===== src/rtl/ctrl_decode_stage.sv =====
// Decode stage: turns a fetched word into a registered 21-bit control word,
// injecting interrupt-entry and undefined-instruction words when needed.
module ctrl_decode_stage #(
    parameter int unsigned NUM_IRQ = 4,
    parameter int unsigned IW      = (NUM_IRQ > 1) ? $clog2(NUM_IRQ) : 1
) (
    input  logic               clk,
    input  logic               reset,
    input  logic               instr_valid,
    input  logic [31:0]        instruction,
    input  logic               stall,
    input  logic               flush,
    input  logic [NUM_IRQ-1:0] irq,
    input  logic [NUM_IRQ-1:0] irq_mask,
    input  logic               pc_supervisor,
    output logic               ctrl_valid,
    output logic [20:0]        ctrl_sig,
    output logic               irq_taken,
    output logic [IW-1:0]      irq_cause,
    output logic               expt,
    output logic [NUM_IRQ-1:0] pending
);

    localparam logic [20:0] EXPT_WORD = 21'h178008;
    localparam logic [20:0] IRQ_WORD  = 21'h13800C;

    localparam logic [5:0] ALU_ADD = 6'b000000;
    localparam logic [5:0] ALU_SUB = 6'b000001;
    localparam logic [5:0] ALU_AND = 6'b011000;
    localparam logic [5:0] ALU_OR  = 6'b011110;
    localparam logic [5:0] ALU_XOR = 6'b010110;
    localparam logic [5:0] ALU_NOR = 6'b010001;
    localparam logic [5:0] ALU_SLL = 6'b100000;
    localparam logic [5:0] ALU_SRL = 6'b100001;
    localparam logic [5:0] ALU_SRA = 6'b100011;
    localparam logic [5:0] ALU_EQ  = 6'b110011;
    localparam logic [5:0] ALU_NEQ = 6'b110001;
    localparam logic [5:0] ALU_LT  = 6'b110101;
    localparam logic [5:0] ALU_LEZ = 6'b111101;
    localparam logic [5:0] ALU_LTZ = 6'b111011;
    localparam logic [5:0] ALU_GTZ = 6'b111111;

    logic [20:0]        r_ctrl_sig;
    logic               r_ctrl_valid;
    logic               r_irq_taken;
    logic [IW-1:0]      r_irq_cause;
    logic               r_expt;
    logic [NUM_IRQ-1:0] r_pending;

    logic [5:0]  w_op;
    logic [5:0]  w_funct;
    logic [2:0]  w_pcsrc;
    logic [1:0]  w_regdst;
    logic        w_regwr;
    logic        w_alusrc1;
    logic        w_alusrc2;
    logic [5:0]  w_alufun;
    logic        w_sign;
    logic        w_memwr;
    logic        w_memrd;
    logic [1:0]  w_memtoreg;
    logic        w_extop;
    logic        w_luop;
    logic        w_illegal;
    logic [20:0] w_dec;
    logic        w_unused;

    logic [NUM_IRQ-1:0] w_elig;
    logic [IW-1:0]      w_idx;
    logic               w_accept;
    logic               w_take;
    logic [NUM_IRQ-1:0] w_clear;

    assign w_op     = instruction[31:26];
    assign w_funct  = instruction[5:0];
    assign w_unused = ^instruction[25:6];

    // Instruction decode; every unused field stays 0
    always_comb begin
        w_pcsrc    = 3'd0;
        w_regdst   = 2'd0;
        w_regwr    = 1'b0;
        w_alusrc1  = 1'b0;
        w_alusrc2  = 1'b0;
        w_alufun   = ALU_ADD;
        w_sign     = 1'b0;
        w_memwr    = 1'b0;
        w_memrd    = 1'b0;
        w_memtoreg = 2'd0;
        w_extop    = 1'b0;
        w_luop     = 1'b0;
        w_illegal  = 1'b0;
        if (w_op == 6'h00) begin
            w_regwr = 1'b1;
            case (w_funct)
                6'h20: begin w_alufun = ALU_ADD; w_sign = 1'b1; end
                6'h21: w_alufun = ALU_ADD;
                6'h22: begin w_alufun = ALU_SUB; w_sign = 1'b1; end
                6'h23: w_alufun = ALU_SUB;
                6'h24: w_alufun = ALU_AND;
                6'h25: w_alufun = ALU_OR;
                6'h26: w_alufun = ALU_XOR;
                6'h27: w_alufun = ALU_NOR;
                6'h00: begin w_alufun = ALU_SLL; w_alusrc1 = 1'b1; end
                6'h02: begin w_alufun = ALU_SRL; w_alusrc1 = 1'b1; end
                6'h03: begin w_alufun = ALU_SRA; w_alusrc1 = 1'b1; end
                6'h2A: begin w_alufun = ALU_LT; w_sign = 1'b1; end
                6'h08: begin w_pcsrc = 3'd3; w_regwr = 1'b0; end
                6'h09: begin w_pcsrc = 3'd3; w_memtoreg = 2'd2; end
                default: w_illegal = 1'b1;
            endcase
        end else begin
            case (w_op)
                6'h23: begin
                    w_regdst = 2'd1; w_regwr = 1'b1; w_alusrc2 = 1'b1; w_sign = 1'b1;
                    w_memrd = 1'b1; w_memtoreg = 2'd1; w_extop = 1'b1;
                end
                6'h2B: begin w_alusrc2 = 1'b1; w_sign = 1'b1; w_memwr = 1'b1; w_extop = 1'b1; end
                6'h0F: begin w_regdst = 2'd1; w_regwr = 1'b1; w_alusrc2 = 1'b1; w_luop = 1'b1; end
                6'h08, 6'h09, 6'h0A, 6'h0B, 6'h0C, 6'h0D: begin
                    w_regdst  = 2'd1;
                    w_regwr   = 1'b1;
                    w_alusrc2 = 1'b1;
                    w_sign    = (w_op == 6'h08) || (w_op == 6'h0A);
                    w_extop   = (w_op != 6'h0C) && (w_op != 6'h0D);
                    w_alufun  = (w_op == 6'h0C) ? ALU_AND :
                                (w_op == 6'h0D) ? ALU_OR  :
                                (w_op[3:1] == 3'b101) ? ALU_LT : ALU_ADD;
                end
                6'h04, 6'h05, 6'h06, 6'h07, 6'h01: begin
                    w_pcsrc  = 3'd1;
                    w_sign   = 1'b1;
                    w_extop  = 1'b1;
                    w_alufun = (w_op == 6'h04) ? ALU_EQ  :
                               (w_op == 6'h05) ? ALU_NEQ :
                               (w_op == 6'h06) ? ALU_LEZ :
                               (w_op == 6'h07) ? ALU_GTZ : ALU_LTZ;
                end
                6'h02: w_pcsrc = 3'd2;
                6'h03: begin w_pcsrc = 3'd2; w_regdst = 2'd2; w_regwr = 1'b1; w_memtoreg = 2'd2; end
                default: w_illegal = 1'b1;
            endcase
        end
        w_dec = w_illegal ? EXPT_WORD :
                {w_pcsrc, w_regdst, w_regwr, w_alusrc1, w_alusrc2, w_alufun,
                 w_sign, w_memwr, w_memrd, w_memtoreg, w_extop, w_luop};
    end

    // Lowest unmasked pending source wins
    always_comb begin
        w_idx = '0;
        for (int i = int'(NUM_IRQ) - 1; i >= 0; i--) begin
            if (w_elig[i]) w_idx = IW'(i);
        end
    end

    assign w_elig   = r_pending & ~irq_mask;
    assign w_accept = instr_valid & ~stall & ~flush;
    assign w_take   = w_accept & ~pc_supervisor & (|w_elig);
    assign w_clear  = w_take ? (NUM_IRQ'(1) << w_idx) : '0;

    always_ff @(posedge clk) begin
        if (reset) begin
            r_ctrl_sig   <= '0;
            r_ctrl_valid <= 1'b0;
            r_irq_taken  <= 1'b0;
            r_irq_cause  <= '0;
            r_expt       <= 1'b0;
            r_pending    <= '0;
        end else begin
            // New requests always win over the clear of a serviced source
            r_pending <= (r_pending & ~w_clear) | irq;
            if (flush || (!stall && !instr_valid)) begin
                r_ctrl_sig   <= '0;
                r_ctrl_valid <= 1'b0;
                r_irq_taken  <= 1'b0;
                r_irq_cause  <= '0;
                r_expt       <= 1'b0;
            end else if (!stall) begin
                r_ctrl_valid <= 1'b1;
                r_irq_taken  <= w_take;
                r_irq_cause  <= w_take ? w_idx : '0;
                r_ctrl_sig   <= w_take ? IRQ_WORD : w_dec;
                r_expt       <= w_take ? 1'b0 : w_illegal;
            end
        end
    end

    assign ctrl_sig   = r_ctrl_sig;
    assign ctrl_valid = r_ctrl_valid;
    assign irq_taken  = r_irq_taken;
    assign irq_cause  = r_irq_cause;
    assign expt       = r_expt;
    assign pending    = r_pending;

endmodule


===== config.mk =====
export PLATFORM = sky130hd
export DESIGN_NAME = ctrl_decode_stage
export DESIGN_NICKNAME = d
export VERILOG_FILES = /design/src/rtl/ctrl_decode_stage.sv
export SDC_FILE = /design/constraint.sdc
export NUM_CORES = 1
export LEC_CHECK = 0
export ABC_AREA = 1
export CAP_MARGIN = 20
export CORE_MARGIN = 1
export CORE_UTILIZATION = 45
export CTS_CLUSTER_DIAMETER = 50
export DETAILED_ROUTE_END_ITERATION = 6
export DONT_BUFFER_PORTS = 1
export PLACE_DENSITY = 0.62
export SLEW_MARGIN = 30
export SYNTH_ARGS = -nofsm -noshare
export SYNTH_HDL_FRONTEND = slang
export SYNTH_SLANG_ARGS = --single-unit

===== constraint.sdc =====
create_clock -name clk -period 3.95 [get_ports clk]
set_input_delay 0.9875 -clock clk [delete_from_list [all_inputs] [get_ports clk]]
set_output_delay 0.9875 -clock clk [all_outputs]
set_load 0.01 [all_outputs]

* After elaboration in Yosys (flattened, before gate mapping)
Cells that the tools add are included.
Cells by class: shifts and indexed selects 1, muxes and demuxes 48, eq/ne operators 32, bitwise logic cells 12, reduce and logical (&&, ||, !) cells 23
Operators with widths (number):
- $eq 6x6->1 const B | 11
- $eq 6x4->1 const B | 9
- $pmux 6 s9 | 1
- $mux 21 | 2
- $eq 6x2->1 const B | 4
- $eq 6x3->1 const B | 4
- $mux 6 | 4
- $mux 1 | 20
- $mux 2 | 9
- $reduce_or 9->1 | 2
- $reduce_or 16->1 | 1
- $reduce_or 14->1 | 1
- $logic_not 6->1 | 2
- $mux 4 | 3
- $ne 6x4->1 const B | 2
- $pmux 2 s2 | 3
- $pmux 6 s2 | 1
- $mux 3 | 3
- $and 4x4->4 | 2
- $not 4->4 | 2
- $reduce_or 2->1 | 4
- $reduce_or 8->1 | 1
- $reduce_or 7->1 | 1
- $eq 6x1->1 const B | 1
- other kinds (13) | 23
Word-level totals: output and inout port bits 30, flip-flop bits (word level) 30, logic and storage cells 122, input bits 46

* Logic depth before layout (Yosys ltp)
Gate-level depths: netlist of the first run.
depth in word-level cells 11, depth in mapped cells 11, gate-level depth less buffers 11

* Worst setup path before layout of the first run
No wires, ideal clock.
kind input-to-reg, start point in instruction[31], end point reg r_ctrl_sig[20] (netlist: ctrl_sig[20]), cell stages on the path 10, arrival 1.944 ns, data required time 3.841 ns, path slack 1.897 ns, path buffers 1, setup time 0.109 ns, path through nor2_2 > buf_4 > nand3_1 > nand2_1 > nor2_1 > nand2_1 > nand2_2 > nor2_2 > or2_1 > inv_1
Between the ends: word-level cells in the longest chain between the ends 6, elaborated cells on any way between the ends 22, those cells by class eq/ne: 16; mux: 4; reduce/logical: 2
Ends and longest elaborated chain:
- from (decl) | line 10 | input logic [31:0] instruction,
- $eq 6x4->1, or another cell as far along | line 113 | case (w_op)
- $reduce_or 16->1 (no source line)
- $mux 1 | line 113
- $mux 1 * | line 93 | if (w_op == 6'h00) begin
- $mux 21 * | line 144 | w_dec = w_illegal ? EXPT_WORD :
- $mux 21 * | line 183 | r_ctrl_sig <= w_take ? IRQ_WORD : w_dec;
- to (signal assigned) | line 183
- to (decl) | line 43 | logic [20:0] r_ctrl_sig;
Mark *: on every way between the ends. The rest lies on a longest branch, timed or not. A chain may end at the register's enable or synchronous reset.

* Worst setup path in the final report of the first run
start point in instruction[31], end point reg r_ctrl_sig[13] (netlist: ctrl_sig[13])
Between the ends: word-level cells in the longest chain between the ends 6, elaborated cells on any way between the ends 25, those cells by class eq/ne: 16; mux: 6; reduce/logical: 3
Ends and longest elaborated chain (line):
- $eq 6x4->1, or another cell as far along | 113
- $reduce_or 16->1 (no source line) / $reduce_or 9->1 (equally long branches)
- $mux 1 | 113
- $mux 1 | 93
- $mux 21 * | 144
- $mux 21 * | 183
Marked as above.

==> impl_metrics.env, run 1 <==
export IMPL_status="completed"
export IMPL_path_clk_slew_ps=60
export IMPL_end_kind="flip-flop"
export IMPL_power_leakage_nw=0.814
export IMPL_hold_viol_final=0
export IMPL_routed_top_layer="met4"
export IMPL_drive_gt1_share_pct=7.66
export IMPL_cp_cell_sequence="nor2_2 > nand3_1 > nand2_1 > nor2_1 > nand2_1 > nand2_2 > nor2_2 > nand2_1 > a21oi_1"
export IMPL_cts_resized=0
export IMPL_met2_length_um=1890
export IMPL_syn_mean_instance_area_um2=6.45
export IMPL_cts_tree="built"
export IMPL_wire_per_inst_um=13.5
export IMPL_dr_wl_met3_um=366
export IMPL_finalSetupViolations=0
export IMPL_slew_viol_final=0
export IMPL_min_period_ps=2250
export IMPL_drc=0
export IMPL_min_to="ctrl_sig[0]$_SDFFE_PP0N_"
export IMPL_cp_common_cell="nand2_1"
export IMPL_die_y_um=63.2
export IMPL_tightest_slew_ps=493
export IMPL_fin_util_pct=51.6
export IMPL_grt_first_pass_wirelength_um=6760
export IMPL_vias_per_cell=5.37
export IMPL_ir_drop_mv=0.186
export IMPL_r2r_start="pending[0]$_SDFF_PP0_"
export IMPL_ant_nets=0
export IMPL_timing_fmax_ghz=0.445
export IMPL_initial_utilization_pct=48.5
export IMPL_die_x_um=63.2
export IMPL_firstDrtPassIters=4
export IMPL_antenna_found_initial=0
export IMPL_grt_usage_pct=21.8
export IMPL_maxCapViolations=0
export IMPL_clock_sinks=30
export IMPL_ys_types=28
export IMPL_gp_congestion=0.905
export IMPL_clockBufferDepth=2
export IMPL_clock_skew_ps=5.09
export IMPL_cpPeakStageDelay_ps=360
export IMPL_cts_root_buf="clkbuf_8"
export IMPL_cts_buffers=5
export IMPL_wl_met1_um=1870
export IMPL_required_ps=4150
export IMPL_drt_initial_drc_count=97
export IMPL_grt_max_degree=24
export IMPL_wl_um=4150
export IMPL_reg2reg_depth=10
export IMPL_ys_ff_latch=30
export IMPL_fin_total_pwr_mw=0.614
export IMPL_h_tree_depth=2
export IMPL_start_kind="input pin"
export IMPL_critPathKind="input pin to flip-flop"
export IMPL_reg2reg_slack_ps=2240
export IMPL_whs_path_depth=2
export IMPL_ioPinCount=76
export IMPL_portBuffers=0
export IMPL_layout_nets=307
export IMPL_worst_r2r_endpoint="ctrl_sig[15]$_SDFFE_PP0N_"
export IMPL_synth_area_um2=1680
export IMPL_dieArea_um2=3990
export IMPL_pre_cts_ws_ps=1460
export IMPL_dpl_instance_area_um2=1710
export IMPL_fp_row_count=21
export IMPL_power_density_nw_per_um2=343
export IMPL_syn_nets=307
export IMPL_holdCritStartpoint="ctrl_sig[0]$_SDFFE_PP0N_"
export IMPL_hpwl_um=3100
export IMPL_overflow=0
export IMPL_crit_slowest_cell="nor2_2"
export IMPL_area_growth_pct=6.32
export IMPL_hp_class="flip-flop to flip-flop"
export IMPL_synth_warnings=0
export IMPL_synth_cells=261
export IMPL_postLayoutSetupSlackWorst_ps=1700
export IMPL_seq_area_frac_synth_pct=35.7
export IMPL_first_global_vias=1569
export IMPL_cts_hold_buf=0
export IMPL_diodes=0
export IMPL_post_cts_buffers=0
export IMPL_cp_max_fo=12
export IMPL_relSlewSlack_pct=66.9
export IMPL_rsz0062_at_grt="false"
export IMPL_fin_crit_sh_pct=56.9
export IMPL_arrival_ps=2440
export IMPL_core_region_area_um2=3470
export IMPL_finalSetupTns_ps=0
export IMPL_insertion_delay_ps=280
export IMPL_vias=1650
export IMPL_fin_area_um2=1790
per-layer routing:
layer | up-vias | global-route usage (%)
li1 | 850 | -
met2 | 70 | 35.3
met1 | 726 | 26.3
met3 | 4 | 7.79
met4 | 0 | 7.85
met5 | - | 0
how the worst max path moves through the flow:
stage	end	slack (ps)	start
final	ctrl_sig[13]$_SDFFE_PP0N_	1700	instruction[31]
after detailed placement	ctrl_sig[7]$_SDFFE_PP0N_	1460	stall
after global routing	ctrl_sig[15]$_SDFFE_PP0N_	1560	stall
after global placement	ctrl_sig[13]$_SDFFE_PP0N_	1410	instruction[31]
after floorplan	ctrl_sig[20]$_SDFFE_PP0N_	1900	instruction[31]
after CTS	ctrl_sig[15]$_SDFFE_PP0N_	1740	stall
stage by stage:
stage	hold slack (ps)	std cells
3_5_place_dp	494	300
4_1_cts	503	307
5_1_grt	531	307
2_1_floorplan	481	261
6_report	499	307
3_3_place_gp	488	300
synthesized netlist by cell type:
cell	instances	area share, %
o21ai_0	13	3.9
or2_1	1	0.37
nor2_8	1	1.2
nor2_2	4	1.5
nand2_2	2	0.74
clkbuf_1	6	1.3
o21bai_1	1	0.45
a211oi_1	1	0.45
nand3_1	23	6.8
a21oi_1	26	7.7
inv_1	32	7.1
inv_2	2	0.45
o21a_1	1	0.45
clkinv_1	1	0.22
nor3_1	1	0.30
nor2_4	2	1.3
nand2_4	1	0.67
buf_4	1	0.45
o2111ai_1	1	0.52
nor3_4	1	0.97
o211ai_1	2	0.89
nand2_1	65	14
dfxtp_1	30	36
nand4_1	12	4.5
nor2_1	27	6.0
o21ai_1	1	0.30
a31oi_1	2	0.74
a22oi_1	1	0.45
state kept, by name, summed over array words and instances (netlist names):
signal and count:
pending 4, ctrl_valid 1, irq_cause 2, expt 1
irq_taken 1, ctrl_sig 21
cells in the final DEF, fill, tap and decap left out:
master     synthesis  layout
dfxtp_1           30      30
nand4_1           12      12
or2_1              1       1
nand2_4            1       1
o21ai_1            1       1
inv_2              2       2
o21bai_1           1       1
nand2_1           65      65
a31oi_1            2       2
o211ai_1           2       2
o21a_1             1       1
nor3_1             1       1
nor3_4             1       1
clkinv_2           0       2
nand2_2            2       2
o2111ai_1          1       1
nor2_4             2       2
nor2_8             1       1
a22oi_1            1       1
nand3_1           23      23
clkbuf_8           0       5
a21oi_1           26      26
inv_1             32      32
nor2_2             4       4
a211oi_1           1       1
o21ai_0           13      13
nor2_1            27      27
clkinv_1           1       1
final cells by class:
class | instances | area, µm²
clock buffers | 5 | 68.8
clock inverters | 2 | 10.0
fillers | 371 | 1680
inverters | 35 | 131
multi-input cells | 189 | 921
flip-flops and latches | 30 | 601
well taps | 46 | 57.6
cells by family after synthesis:
kind of cell	synth area share (%)
DFF	35.7
and+or+nand+nor	38.9
AOI/OAI and AO/OA	15.8
buffers and inverters	9.59
critical path: cells and delay by family:
family	cells	cell delay (ps)
AO/OA/AOI/OAI	1	120
AND/OR/NAND/NOR	8	1330
power by group:
group	switching (mW)	internal, mW	total [mW]
logic	0.0473	0.0210	0.0683
clock network	0.107	0.118	0.225
registers	0.00995	0.311	0.321
Note: power is estimated with default switching activity, not from simulation.
==> run 2: changes to the inputs <==
==> constraint.sdc (replaced) <==
create_clock -name clk -period 2.1 [get_ports clk]
set_input_delay 0.525 -clock clk [delete_from_list [all_inputs] [get_ports clk]]
set_output_delay 0.525 -clock clk [all_outputs]
set_load 0.01 [all_outputs]
==> impl_metrics.env, run 2 (same netlist as run 1, synthesis figures left out) <==
export IMPL_postLayoutSetupSlackWorst_ps=436
export IMPL_cts_root_buf="clkbuf_8"
export IMPL_cp_cell_sequence="inv_1 > nor2_1 > inv_2 > nand2_1 > nor2_1 > nor2_2 > inv_1 > nand4_1 > a21oi_1"
export IMPL_path_clk_slew_ps=60
export IMPL_reg2reg_slack_ps=440
export IMPL_cts_tree="built"
export IMPL_slew_viol_final=0
export IMPL_fin_area_um2=1870
export IMPL_clkPwrFrac_pct=42.2
export IMPL_antenna_found_initial=0
export IMPL_status="completed"
export IMPL_p_seq_share_pct=47.2
export IMPL_core_region_area_um2=3470
export IMPL_crit_slowest_cell="dfxtp_1"
export IMPL_power_density_nw_per_um2=683
export IMPL_tightest_slew_ps=343
export IMPL_first_global_vias=1562
export IMPL_whs_path_depth=1
export IMPL_regArea_um2=601
export IMPL_clock_skew_ps=1.86
export IMPL_dieArea_um2=3990
export IMPL_area_growth_pct=11.3
export IMPL_worst_r2r_endpoint="ctrl_sig[7]$_SDFFE_PP0N_"
export IMPL_rsz0062_at_grt="false"
export IMPL_p_sw_share_pct=24.9
export IMPL_final_common_cell="nand2_1"
export IMPL_layout_nets=314
export IMPL_largest_register_ff_count=21
export IMPL_min_period_ps=1660
export IMPL_reg2reg_depth=9
export IMPL_insertion_delay_ps=280
export IMPL_crit_start="pending[0]$_SDFF_PP0_"
export IMPL_ioPinCount=76
export IMPL_fin_crit_sh_pct=79.2
export IMPL_intPower_mw=0.961
export IMPL_power_leakage_nw=0.861
export IMPL_diodes=0
export IMPL_r2r_start="pending[0]$_SDFF_PP0_"
export IMPL_critPathKind="flip-flop to flip-flop"
export IMPL_post_cts_buffers=0
export IMPL_cp_max_fo=11
export IMPL_pre_cts_ws_ps=315
export IMPL_overflow=0
export IMPL_end_kind="flip-flop"
export IMPL_cts_buffers=5
export IMPL_grt_usage_pct=22.3
export IMPL_fp_row_count=21
export IMPL_vias_per_cell=5.37
export IMPL_initial_utilization_pct=48.5
export IMPL_wire_per_inst_um=13.2
export IMPL_crit_buf_inv=3
export IMPL_clockBufferDepth=2
export IMPL_grt_first_pass_wirelength_um=6980
export IMPL_cpPeakStageDelay_ps=400
export IMPL_switchingPower_mw=0.318
export IMPL_relSlewSlack_pct=77.1
export IMPL_p_comb_share_pct=10.6
export IMPL_clock_sinks=30
export IMPL_cts_hold_buf=0
export IMPL_min_to="pending[3]$_SDFF_PP0_"
export IMPL_final_cell_mix="nand2_1, inv_1, dfxtp_1, nor2_1, a21oi_1"
export IMPL_drive_gt1_share_pct=10.4
export IMPL_drc=0
export IMPL_start_kind="flip-flop"
export IMPL_wl_um=4170
export IMPL_grt_max_degree=23
export IMPL_holdCritStartpoint="reset"
export IMPL_arrival_ps=1830
export IMPL_h_tree_depth=2
export IMPL_required_ps=2270
export IMPL_finalSetupViolations=0
export IMPL_cts_resized=0
export IMPL_hp_class="input pin to flip-flop"
export IMPL_die_x_um=63.2
export IMPL_hpwl_um=3190
export IMPL_fill_cells=372
export IMPL_maxCapViolations=0
export IMPL_ant_nets=0
export IMPL_finalSetupTns_ps=0
export IMPL_die_y_um=63.2
export IMPL_gp_congestion=0.918
export IMPL_vias=1692
export IMPL_multi_input_area_um2=921
export IMPL_portBuffers=0
export IMPL_timing_fmax_ghz=0.601
export IMPL_firstDrtPassIters=4
export IMPL_ir_drop_mv=0.391
export IMPL_hold_viol_final=0
export IMPL_drt_initial_drc_count=73
export IMPL_dpl_instance_area_um2=1760
export IMPL_critPathTopFamily="simple AND/OR/NAND/NOR gates"
## run 2: cell types whose count changed in the layout (fill, tap and decap cells not counted)
cell / before / now
buf_4: 0 / 7
clkbuf_8: 5 / 8
clkinv_2: 2 / 0
## run 2: per-layer routing
layer	routed length [µm]	vias to the layer above	GRT usage [%]
li1	-	867	-
met1	1970	766	28.7
met2	1850	55	34.1
met3	306	4	7.43
met4	38	0	8.72
met5	0	-	0
## run 2: power groups by stage
stage | Clock, mW | Combinational, mW | Sequential (mW)
floorplan | 0 | 0.110 | 0.613
global placement | 0 | 0.134 | 0.616
detailed placement | 0 | 0.135 | 0.616
CTS | 0.553 | 0.135 | 0.604
global route | 0.579 | 0.155 | 0.605
finish | 0.540 | 0.135 | 0.604
## run 2: how the worst max path moves through the flow
stage / endpoint / slack, ps / depth (start not counted)
detailed placement: ctrl_sig[20]$_SDFFE_PP0N_ / 310 / 11
floorplan: ctrl_sig[20]$_SDFFE_PP0N_ / 510 / 10
global route: ctrl_sig[7]$_SDFFE_PP0N_ / 190 / 9
global placement: ctrl_sig[20]$_SDFFE_PP0N_ / 310 / 11
finish: ctrl_sig[7]$_SDFFE_PP0N_ / 440 / 9
CTS: ctrl_sig[12]$_SDFFE_PP0N_ / 430 / 9
## run 2: layout make-up
cell class / count / share of cell area [%]
sequential: 30 / 32.1
multi-input combinational: 189 / 49.2
tap: 46 / 3.07
inverter: 35 / 7.01
clock buffer: 8 / 5.88
timing repair buffer: 7 / 2.81
## run 2: per-stage QoR
stage               hold slack [ps]  power [mW]  cells  util, %
floorplan                       481       0.723    261        -
global placement                489       0.750    307     50.8
detailed placement              500       0.751    307     50.8
CTS                             298        1.29    315     54.0
global route                    290        1.34    315     54.0
finish                          305        1.28    315     54.0
